===== config.mk =====
export PLATFORM = sky130hd
export DESIGN_NAME = l2_arbiter
export DESIGN_NICKNAME = d
export VERILOG_FILES = /design/src/rtl/l2_arbiter.sv
export SDC_FILE = /design/constraint.sdc
export NUM_CORES = 1
export LEC_CHECK = 0
export CAP_MARGIN = 20
export CELL_PAD_IN_SITES_DETAIL_PLACEMENT = 1
export CELL_PAD_IN_SITES_GLOBAL_PLACEMENT = 1
export CORE_AREA = 8 8 159 161
export DETAILED_ROUTE_END_ITERATION = 10
export DIE_AREA = 0 0 167 169
export PLACE_DENSITY = 0.83
export SYNTH_ARGS = -nofsm -noshare
export SYNTH_HDL_FRONTEND = slang
export SYNTH_SLANG_ARGS = --single-unit

===== constraint.sdc =====
create_clock -name clk -period 3.85 [get_ports clk]
set_input_delay 0.77 -clock clk [delete_from_list [all_inputs] [get_ports clk]]
set_output_delay 0.77 -clock clk [all_outputs]
set_load 0.01 [all_outputs]

===== src/rtl/l2_arbiter.sv =====
// ----------------------------------------------------------------------------
// l2_arbiter
//
// Shares the single L2 burst port between the ICache (port 0) and the DCache
// (port 1). One-cycle request pulses from each L1 are captured in a one-deep
// pending latch per port. Requests are issued to L2 one at a time with
// round-robin priority. The owning port keeps L2 until its whole burst has
// completed.
//
// Ports
//   clk, reset          : rising-edge clock, synchronous active-high reset
//   pN_rreq / pN_wreq   : one-cycle read / write request pulse from L1 N
//   pN_addr             : burst base address, valid in the request cycle
//   pN_burst_size       : burst length in words (0 is treated as 1)
//   pN_wdata            : write beat from L1 N
//   pN_rdata            : read beat to L1 N (mirror of l2_rdata)
//   pN_busy             : stall to L1 N; low while beats flow or when idle
//   l2_rreq / l2_wreq   : registered one-cycle request pulse to L2
//   l2_addr             : registered burst address, held until next issue
//   l2_burst_size       : registered burst length (0 mapped to 1)
//   l2_wdata            : write beat muxed from the owning port
//   l2_rdata, l2_busy   : read beat and busy from L2
//   owner               : port holding L2, meaningful while active=1
//   active              : high whenever the arbiter is not idle
// ----------------------------------------------------------------------------
module l2_arbiter (
  input  logic        clk,
  input  logic        reset,
  input  logic        p0_rreq,
  input  logic        p0_wreq,
  input  logic [31:0] p0_addr,
  input  logic [4:0]  p0_burst_size,
  input  logic [31:0] p0_wdata,
  output logic [31:0] p0_rdata,
  output logic        p0_busy,
  input  logic        p1_rreq,
  input  logic        p1_wreq,
  input  logic [31:0] p1_addr,
  input  logic [4:0]  p1_burst_size,
  input  logic [31:0] p1_wdata,
  output logic [31:0] p1_rdata,
  output logic        p1_busy,
  output logic        l2_rreq,
  output logic        l2_wreq,
  output logic [31:0] l2_addr,
  output logic [4:0]  l2_burst_size,
  output logic [31:0] l2_wdata,
  input  logic [31:0] l2_rdata,
  input  logic        l2_busy,
  output logic        owner,
  output logic        active
);

  localparam int N_PORTS = 2;

  typedef enum logic [1:0] {
    ST_IDLE  = 2'd0,
    ST_ISSUE = 2'd1,
    ST_WAIT  = 2'd2,
    ST_DATA  = 2'd3
  } state_t;

  state_t      state;
  logic        last_grant;
  logic [4:0]  beat_cnt;

  logic        pend_valid [N_PORTS];
  logic        pend_write [N_PORTS];
  logic [31:0] pend_addr  [N_PORTS];
  logic [4:0]  pend_size  [N_PORTS];

  logic        req        [N_PORTS];
  logic        req_write  [N_PORTS];
  logic [31:0] req_addr   [N_PORTS];
  logic [4:0]  req_size   [N_PORTS];

  logic        cand       [N_PORTS];
  logic        take       [N_PORTS];
  logic        any_cand;
  logic        grant;
  logic        grant_write;
  logic [31:0] grant_addr;
  logic [4:0]  grant_size;

  // A zero-length burst still moves one word.
  function automatic logic [4:0] norm_size(input logic [4:0] size);
    if (size == 5'd0) begin
      return 5'd1;
    end else begin
      return size;
    end
  endfunction

  // Busy seen by one L1: owner follows the burst phase, others reflect their latch.
  function automatic logic port_busy(input logic is_owner, input state_t st,
                                     input logic l2b, input logic pend);
    logic b;
    if (is_owner) begin
      case (st)
        ST_ISSUE: b = 1'b1;
        ST_WAIT:  b = l2b;
        ST_DATA:  b = 1'b0;
        default:  b = pend;
      endcase
    end else begin
      b = pend;
    end
    return b;
  endfunction

  // Gather the raw per-port request fields into arrays.
  always_comb begin
    req[0]       = p0_rreq | p0_wreq;
    req_write[0] = p0_wreq;
    req_addr[0]  = p0_addr;
    req_size[0]  = p0_burst_size;
    req[1]       = p1_rreq | p1_wreq;
    req_write[1] = p1_wreq;
    req_addr[1]  = p1_addr;
    req_size[1]  = p1_burst_size;
  end

  // Round-robin choice among pending latches and this cycle's raw pulses.
  always_comb begin
    cand[0]  = pend_valid[0] | req[0];
    cand[1]  = pend_valid[1] | req[1];
    any_cand = cand[0] | cand[1];
    if (cand[0] && cand[1]) begin
      grant = ~last_grant;
    end else if (cand[0]) begin
      grant = 1'b0;
    end else begin
      grant = 1'b1;
    end
    take[0] = (state == ST_IDLE) && any_cand && !grant;
    take[1] = (state == ST_IDLE) && any_cand && grant;
    // A latched request always predates a raw pulse on the same port.
    if (pend_valid[grant]) begin
      grant_write = pend_write[grant];
      grant_addr  = pend_addr[grant];
      grant_size  = pend_size[grant];
    end else begin
      grant_write = req_write[grant];
      grant_addr  = req_addr[grant];
      grant_size  = req_size[grant];
    end
  end

  // Per-port pending latch: cleared on grant, loaded by an ungranted pulse.
  always_ff @(posedge clk) begin
    if (reset) begin
      for (int i = 0; i < N_PORTS; i++) begin
        pend_valid[i] <= 1'b0;
        pend_write[i] <= 1'b0;
        pend_addr[i]  <= 32'd0;
        pend_size[i]  <= 5'd0;
      end
    end else begin
      for (int i = 0; i < N_PORTS; i++) begin
        if (take[i]) begin
          pend_valid[i] <= 1'b0;
        end else if (req[i] && !pend_valid[i]) begin
          pend_valid[i] <= 1'b1;
          pend_write[i] <= req_write[i];
          pend_addr[i]  <= req_addr[i];
          pend_size[i]  <= req_size[i];
        end else begin
          // A pulse on an already-full latch is a protocol violation; drop it.
          pend_valid[i] <= pend_valid[i];
        end
      end
    end
  end

  // Ownership state machine with registered L2 request outputs.
  always_ff @(posedge clk) begin
    if (reset) begin
      state         <= ST_IDLE;
      active        <= 1'b0;
      owner         <= 1'b0;
      last_grant    <= 1'b1;
      l2_rreq       <= 1'b0;
      l2_wreq       <= 1'b0;
      l2_addr       <= 32'd0;
      l2_burst_size <= 5'd0;
      beat_cnt      <= 5'd0;
    end else begin
      l2_rreq <= 1'b0;
      l2_wreq <= 1'b0;
      case (state)
        ST_IDLE: begin
          if (any_cand) begin
            state         <= ST_ISSUE;
            active        <= 1'b1;
            l2_rreq       <= ~grant_write;
            l2_wreq       <= grant_write;
            l2_addr       <= grant_addr;
            l2_burst_size <= norm_size(grant_size);
            owner         <= grant;
            last_grant    <= grant;
          end else begin
            state <= ST_IDLE;
          end
        end
        ST_ISSUE: begin
          state <= ST_WAIT;
        end
        ST_WAIT: begin
          // The cycle busy drops is read beat 0; DATA then runs for B cycles.
          if (!l2_busy) begin
            state    <= ST_DATA;
            beat_cnt <= l2_burst_size;
          end else begin
            state <= ST_WAIT;
          end
        end
        ST_DATA: begin
          if (beat_cnt == 5'd1) begin
            state    <= ST_IDLE;
            active   <= 1'b0;
            beat_cnt <= 5'd0;
          end else begin
            beat_cnt <= beat_cnt - 5'd1;
          end
        end
        default: begin
          state  <= ST_IDLE;
          active <= 1'b0;
        end
      endcase
    end
  end

  // Busy to each L1 and write-data steering toward L2.
  always_comb begin
    p0_busy = port_busy(active && (owner == 1'b0), state, l2_busy, pend_valid[0]);
    p1_busy = port_busy(active && (owner == 1'b1), state, l2_busy, pend_valid[1]);
    if (((state == ST_WAIT) || (state == ST_DATA)) && owner) begin
      l2_wdata = p1_wdata;
    end else begin
      l2_wdata = p0_wdata;
    end
  end

  assign p0_rdata = l2_rdata;
  assign p1_rdata = l2_rdata;

endmodule


-- Word level (Yosys, flattened, before mapping)
Memory sizes are Yosys's and may differ from the RTL's.
Cells that the tools add are included.
- flip-flop bits (word level): 49
- bits in latches: 0
- bits of input ports: 177
- logic and storage cells: 132
- output and inout port bits: 139
- bits in read-only memories: 0
- memory bits (writable): 78
- memories: 4
- memories (memory ; words ; bits a word ; read ports ; clocked after Yosys merged registers in ; write ports ; RTL line ; RTL):
    pend_addr ; 2 ; 32 ; 1 ; 0 ; 2 ; 69 ; logic [31:0] pend_addr [N_PORTS];
    pend_size ; 2 ; 5 ; 1 ; 0 ; 2 ; 70 ; logic [4:0] pend_size [N_PORTS];
    pend_valid ; 2 ; 1 ; 3 ; 0 ; 2 ; 67 ; logic pend_valid [N_PORTS];
    pend_write ; 2 ; 1 ; 1 ; 0 ; 2 ; 68 ; logic pend_write [N_PORTS];
- order comparisons: 1
- shift-type cells: 0
- mux-type cells: 66
- add/sub/neg operators: 1
- $mul: 0
- equality and inequality tests: 7
- div/mod/pow operators: 0
- bitwise logic cells: 23
- reductions and logical operators: 21
- operators by type and width (cell ; number):
    $mux W32 ; 7
    $mux W5 ; 9
    $mux W1 ; 44
    $or A1 B1 Y1 ; 17
    $pmux W5 S2 ; 1
    $logic_and A1 B1 Y1 ; 9
    $pmux W2 S4 ; 1
    $ne A2 B2 Y1 const B ; 3
    $pmux W1 S3 ; 2
    $eq A5 B1 Y1 const B ; 1
    $logic_not A5 Y1 ; 1
    $not A1 Y1 ; 5
    $sub A5 B1 Y5 const B ; 1
    $eq A2 B2 Y1 const B ; 2
    $reduce_and A2 Y1 ; 2
    $reduce_bool A2 Y1 ; 2
    $logic_not A1 Y1 ; 3
    $reduce_and A3 Y1 ; 1
    $reduce_or A3 Y1 ; 1
    $eq A2 B1 Y1 const B ; 1
    $ge A2 B2 Y1 const B ; 1
    $logic_not A2 Y1 ; 1
    $mux W2 ; 1
    $not A1 Y2 ; 1
    other kinds (2) ; 2

-- Depth between registers and ports, before layout
- depth after elaboration: 12
- depth in mapped cells: 9
- mapped depth without buffers: 7

-- Worst setup path before layout
OpenSTA, ideal clock, no wires.
- kind: in2reg
- from: in p0_rreq
- to: mem pend_addr[0][0] (enable)
- setup time: 0.401 ns
- path slack: 0.910 ns
- data arrival time: 2.539 ns
- required time: 3.449 ns
- cell stages on the path: 6
- cells stage by stage: nor3_4 a21oi_4 and2_1 buf_4 or2b_4 nand2b_1
- RTL lines (what ; RTL line ; RTL):
    start: declaration ; 29 ; input logic p0_rreq,
    end: declaration ; 69 ;

-- Worst setup path after layout
- from: reg state[0]
- to: out l2_wdata[31]
- cells in the longest elaborated chain, start to end: 4
- elaborated cells between the ends (all ways): 5
- those cells by class: 2 x eq/ne; 1 x mux; 2 x reduce/logical
- RTL lines (what ; RTL line ; RTL):
    start: declaration ; 63 ; state_t state;
    start signal: assignment ; 178 ; state <= ST_IDLE;
    start signal: assignment ; 193 ; state <= ST_ISSUE;
    start signal: assignment ; 202 ; state <= ST_IDLE;
    $eq A2 B2 Y1 ; 238 ; if (((state == ST_WAIT) || (state == ST_DATA)) && owner) begin
    $logic_or A1 B1 Y1 (*) ; 238 ;
    $logic_and A1 B1 Y1 (*) ; 238 ;
    $mux W32 (*) ; 238 ;
    end: declaration ; 47 ; output logic [31:0] l2_wdata,
Mark *: on every way between the ends. The rest lies on a longest branch, timed or not.

==> results by stage <==
CTS:
- Once the clock tree was built, the resizer swapped 0 gates to a different size.
- The clock tree from TritonCTS is built.
- Buffers added to address setup during post-CTS repair amount to 0.
- The total clock buffers created by CTS is 17.
- The number of buffers added to fix hold violations after cts is 0.
- Clock tree synthesis selected as its root buffer the cell clkbuf_16.
- The TritonCTS sink count is 127.
- The clock passes through at most 2 buffers.
- The clock slew seen by the registers of the worst setup and hold paths is 60 ps.
- Clock latency on the worst-skew pair, taken at its later pin, is 410 ps.
- The H-tree was split into 4 levels.

STA:
- Derived from the worst setup path, the maximum achievable clock frequency is 0.298 GHz.
- The number of hold violations in the final report is 0.
- The number of slew-limit violations in the final report was 0.
- Setup violations remaining at the end of the flow were counted as 0.
- The remaining max-slew budget at the tightest pin is 0.373.
- In the finished design, the share of the clock period the worst path needs comes to 0.871.
- The worst path in the final design needs a cycle of 3350 ps, including I/O delays and setup.
- The total negative slack is 0 ps.
- The worst-margin pin slew is 940 ps.
- On the final layout, the worst clock skew is 8.08 ps.
- Setup repair after global routing left no endpoint under its margin.

Placed design:
- The detailed-placement wirelength estimate is 16,300 um.
- The congestion estimate from routability-driven global placement came to 0.831.
- Buffers placed on the I/O ports in this run total 219.

Synthesis:
- Of the total synthesized cell area, the portion taken by full adders, half adders and majority gates is 0.0109.
- In the synthesized netlist the async set-or-reset flop fraction comes to 0.
- Of the post-synthesis cell area, the dominant cell type holds 0.339.
- The net count after synthesis is 898.
- In the post-synthesis netlist, the biggest area contributors are edfxtp_1, dfxtp_1, nand2_1.
- The XOR/XNOR share of the synthesized area is 0.
- In the synthesized netlist, the cells that appear most often are nand2_1, and2_1, edfxtp_1, buf_4, dfxtp_1.
- The count of cell types in the netlist is 47.
- Counting flops and latches in the post-synthesis netlist gives 127.
- The mean instance size in the synthesized netlist is 9.66 um2.
- The most frequent cell after synthesis is nand2_1.
- The mux contribution to synthesized area is 0.0581.
- For this run, the register share of the synthesized area comes to 0.481.
- The primary flip-flop cell chosen by synthesis mapping is edfxtp_1.
- The cell area after synthesis is 0.00691 mm2.
- Summed over all instances, the cell type with the most area after synthesis is edfxtp_1.
- For this run, the number of Yosys warnings is 0.
- The number of standard cells after synthesis is 715.
- In this run, synthesis inferred 78 flip-flops with an integrated enable.
- The largest family of logic cells by synthesized area is simple AND/OR/NAND/NOR gates.
- The share of the synthesized area in compound gates (AO/OA/AOI/OAI) is 0.136.
- Of the total synthesized cell area, the portion taken by AND, OR, NAND and NOR gates is 0.206.

Floorplan:
- The die outline height is 169 um.
- The number of core rows is 56.
- The placeable core region is 0.0229 mm2.
- For this configuration, the core starts out at a cell density of 0.302.
- The number of primary I/O pins is 316.
- The area of the die is 0.0282 mm2.
- The x dimension of the die is 167 um.

Worst hold path:
- The startpoint identified for the worst hold timing path is l2_burst_size[1].
- The min-delay analysis places its worst path in the category flop to flop.

Power and ir drop:
- The post-route total power is 6.79 mW.
- The leakage power total is 3.52 nW.
- Of the total power, combinational logic draws 0.450.
- The net switching power is 2.59 mW.
- The total power density per cell area is 719 mW/mm2.
- Internal power comes to 4.21 mW.
- Of the total power, the clock network draws 0.218.
- The switching share of total power is 0.381.
- The share of power burned in registers is 0.332.
- IR analysis of the VDD net gives a maximum drop of 329 uV.

Setup path:
- Tracing the worst setup path back leads to its startpoint at state[0].
- The critical register-to-register path startpoint is pend_valid[1].
- The maximum net fanout on the critical path is 32.
- The critical setup path kind is flop to output pin.
- The element type at the critical path start is a flop.
- STA puts the critical path data arrival time at 2580 ps.
- The slack of the worst reg-to-reg path is 1420 ps.
- STA puts the critical path data required time at 3080 ps.
- The kind of capture point of the worst setup path is an output pin.

Route:
- The top routing layer in use is met4.
- The number of remaining DRC errors is 0.
- The post-detailed-route count of antenna-violating nets is 0.
- The post-route met1 wirelength is 9720 um.
- The routed design has 22,800 um of wire.
- The total met3 wirelength after detailed routing is 1440 um.
- In the detailed route, the total length drawn on met2 is 11,300 um.
- Detailed routing inserted a total of 5,817 vias.
- The detailed-routing iteration count for the pre-antenna-repair pass is 4.
- For this block, the initial DRC count from the detailed router was 399.
- The final routed wire length divided by cell count is 19.7 um.
- The ratio of routed vias to standard cells is 5.02.

GRT:
- Across every metal layer, demand over resource in global routing totals 0.160.
- The pin count of the biggest net entering global routing is 66.
- The initial antenna violation count is 0.
- The first-pass GRT wire length is 35,600 um.
- The overflow left after global routing is 0.
- The via count of the first global-routing pass is 6,271.

Layout:
- The signed area change from the synthesized netlist to the final layout is 36.8%.
- At the end of the flow, the number of nets in the layout was 1,039.
- The count of inserted antenna diode cells is 0.
- The share of cells above drive strength 1 is 0.104.

Outcome:
- The run finished with clean final reports.

Run:
- Across the run, the number of max-cap violations was 0.
## through the flow
| stage | hold WS (ps) | area (um2) | instances | setup slack, ps | util |
|---|---|---|---|---|---|
| 5_1_grt | 521 | 9450 | 1159 | 364 | 0.413 |
| 2_1_floorplan | 482 | 6910 | 715 | 910 | - |
| 3_3_place_gp | 475 | 8920 | 1127 | 642 | 0.389 |
| 3_5_place_dp | 485 | 8920 | 1127 | 596 | 0.389 |
| 4_1_cts | 494 | 9450 | 1159 | 442 | 0.413 |
| 6_report | 487 | 9450 | 1159 | 498 | 0.413 |
## path summary, 6_finish.rpt
| path | to | depth (start not counted) |
|---|---|---|
| max | l2_wdata[31] | 6 |
| min | l2_burst_size[1] | 2 |
| max reg2reg | l2_addr[22] | 7 |
| min reg2reg | l2_burst_size[1] | 2 |
## state kept, by name (all words and copies together), names as in the netlist
register and flops:
l2_addr 32, l2_rreq 1, pend_valid 2, owner 1
active 1, pend_size 10, l2_wreq 1, state 2
pend_addr 64, pend_write 2, last_grant 1, l2_burst_size 5
beat_cnt 5
## layout by cell type, fill, tap and decap left out, drive strengths merged, types with 2 or more instances in the layout
master / Yosys / final
ha: 6 / 6
a311o: 32 / 32
a31oi: 32 / 32
clkinv: 0 / 6
nor3b: 3 / 3
o22ai: 3 / 3
clkbuf: 28 / 21
mux2i: 3 / 3
nand2b: 6 / 6
nor3: 6 / 6
o21bai: 2 / 2
dfxtp: 49 / 49
inv: 8 / 9
clkdlybuf4s50: 0 / 218
buf: 81 / 13
a22oi: 5 / 5
nor2: 48 / 48
mux2: 33 / 33
clkinvlp: 0 / 3
a41oi: 8 / 8
nand2: 151 / 151
or3: 2 / 2
a21oi: 14 / 14
or2: 2 / 2
nand3: 5 / 5
a211oi: 4 / 4
edfxtp: 78 / 78
and2: 78 / 78
o21ai: 18 / 18
## cell type report
cell class	instances	area [um2]
clock buffer	21	440
clock inverter	11	92.6
fill	2573	13500
inverter	8	30.0
multi-input combinational	471	2890
sequential	127	3320
tap	290	363
timing repair buffer	231	2310
## routing by layer
metal	vias up	track usage
met5	-	0
met3	25	0.0512
met2	209	0.281
met1	2857	0.184
li1	2726	-
met4	0	0.0439
## power by group through the flow
| stage | Sequential (mW) | Clock [mW] | Combinational [mW] |
|---|---|---|---|
| 2_1_floorplan | 2.28 | 0 | 1.84 |
| 3_3_place_gp | 2.27 | 0 | 3.03 |
| 3_5_place_dp | 2.28 | 0 | 3.11 |
| 4_1_cts | 2.26 | 1.52 | 3.13 |
| 5_1_grt | 2.30 | 1.57 | 3.38 |
| 6_report | 2.26 | 1.48 | 3.06 |
## critical path: stages (launching register included)
cell	delay (ps)
dfxtp_1	350
inv_1	100
ha_1	280
o21ai_2	150
buf_4	380
mux2_2	410
clkdlybuf4s50_1	500
## cells by family after synthesis
logic type,after synthesis
other,1
flip-flops,127
AO/OA/AOI/OAI,123
buffers and inverters,117
multiplexers,36
adder cells (fa/ha/maj),6
AND/OR/NAND/NOR,305
Note: power is estimated with default switching activity, not from simulation.
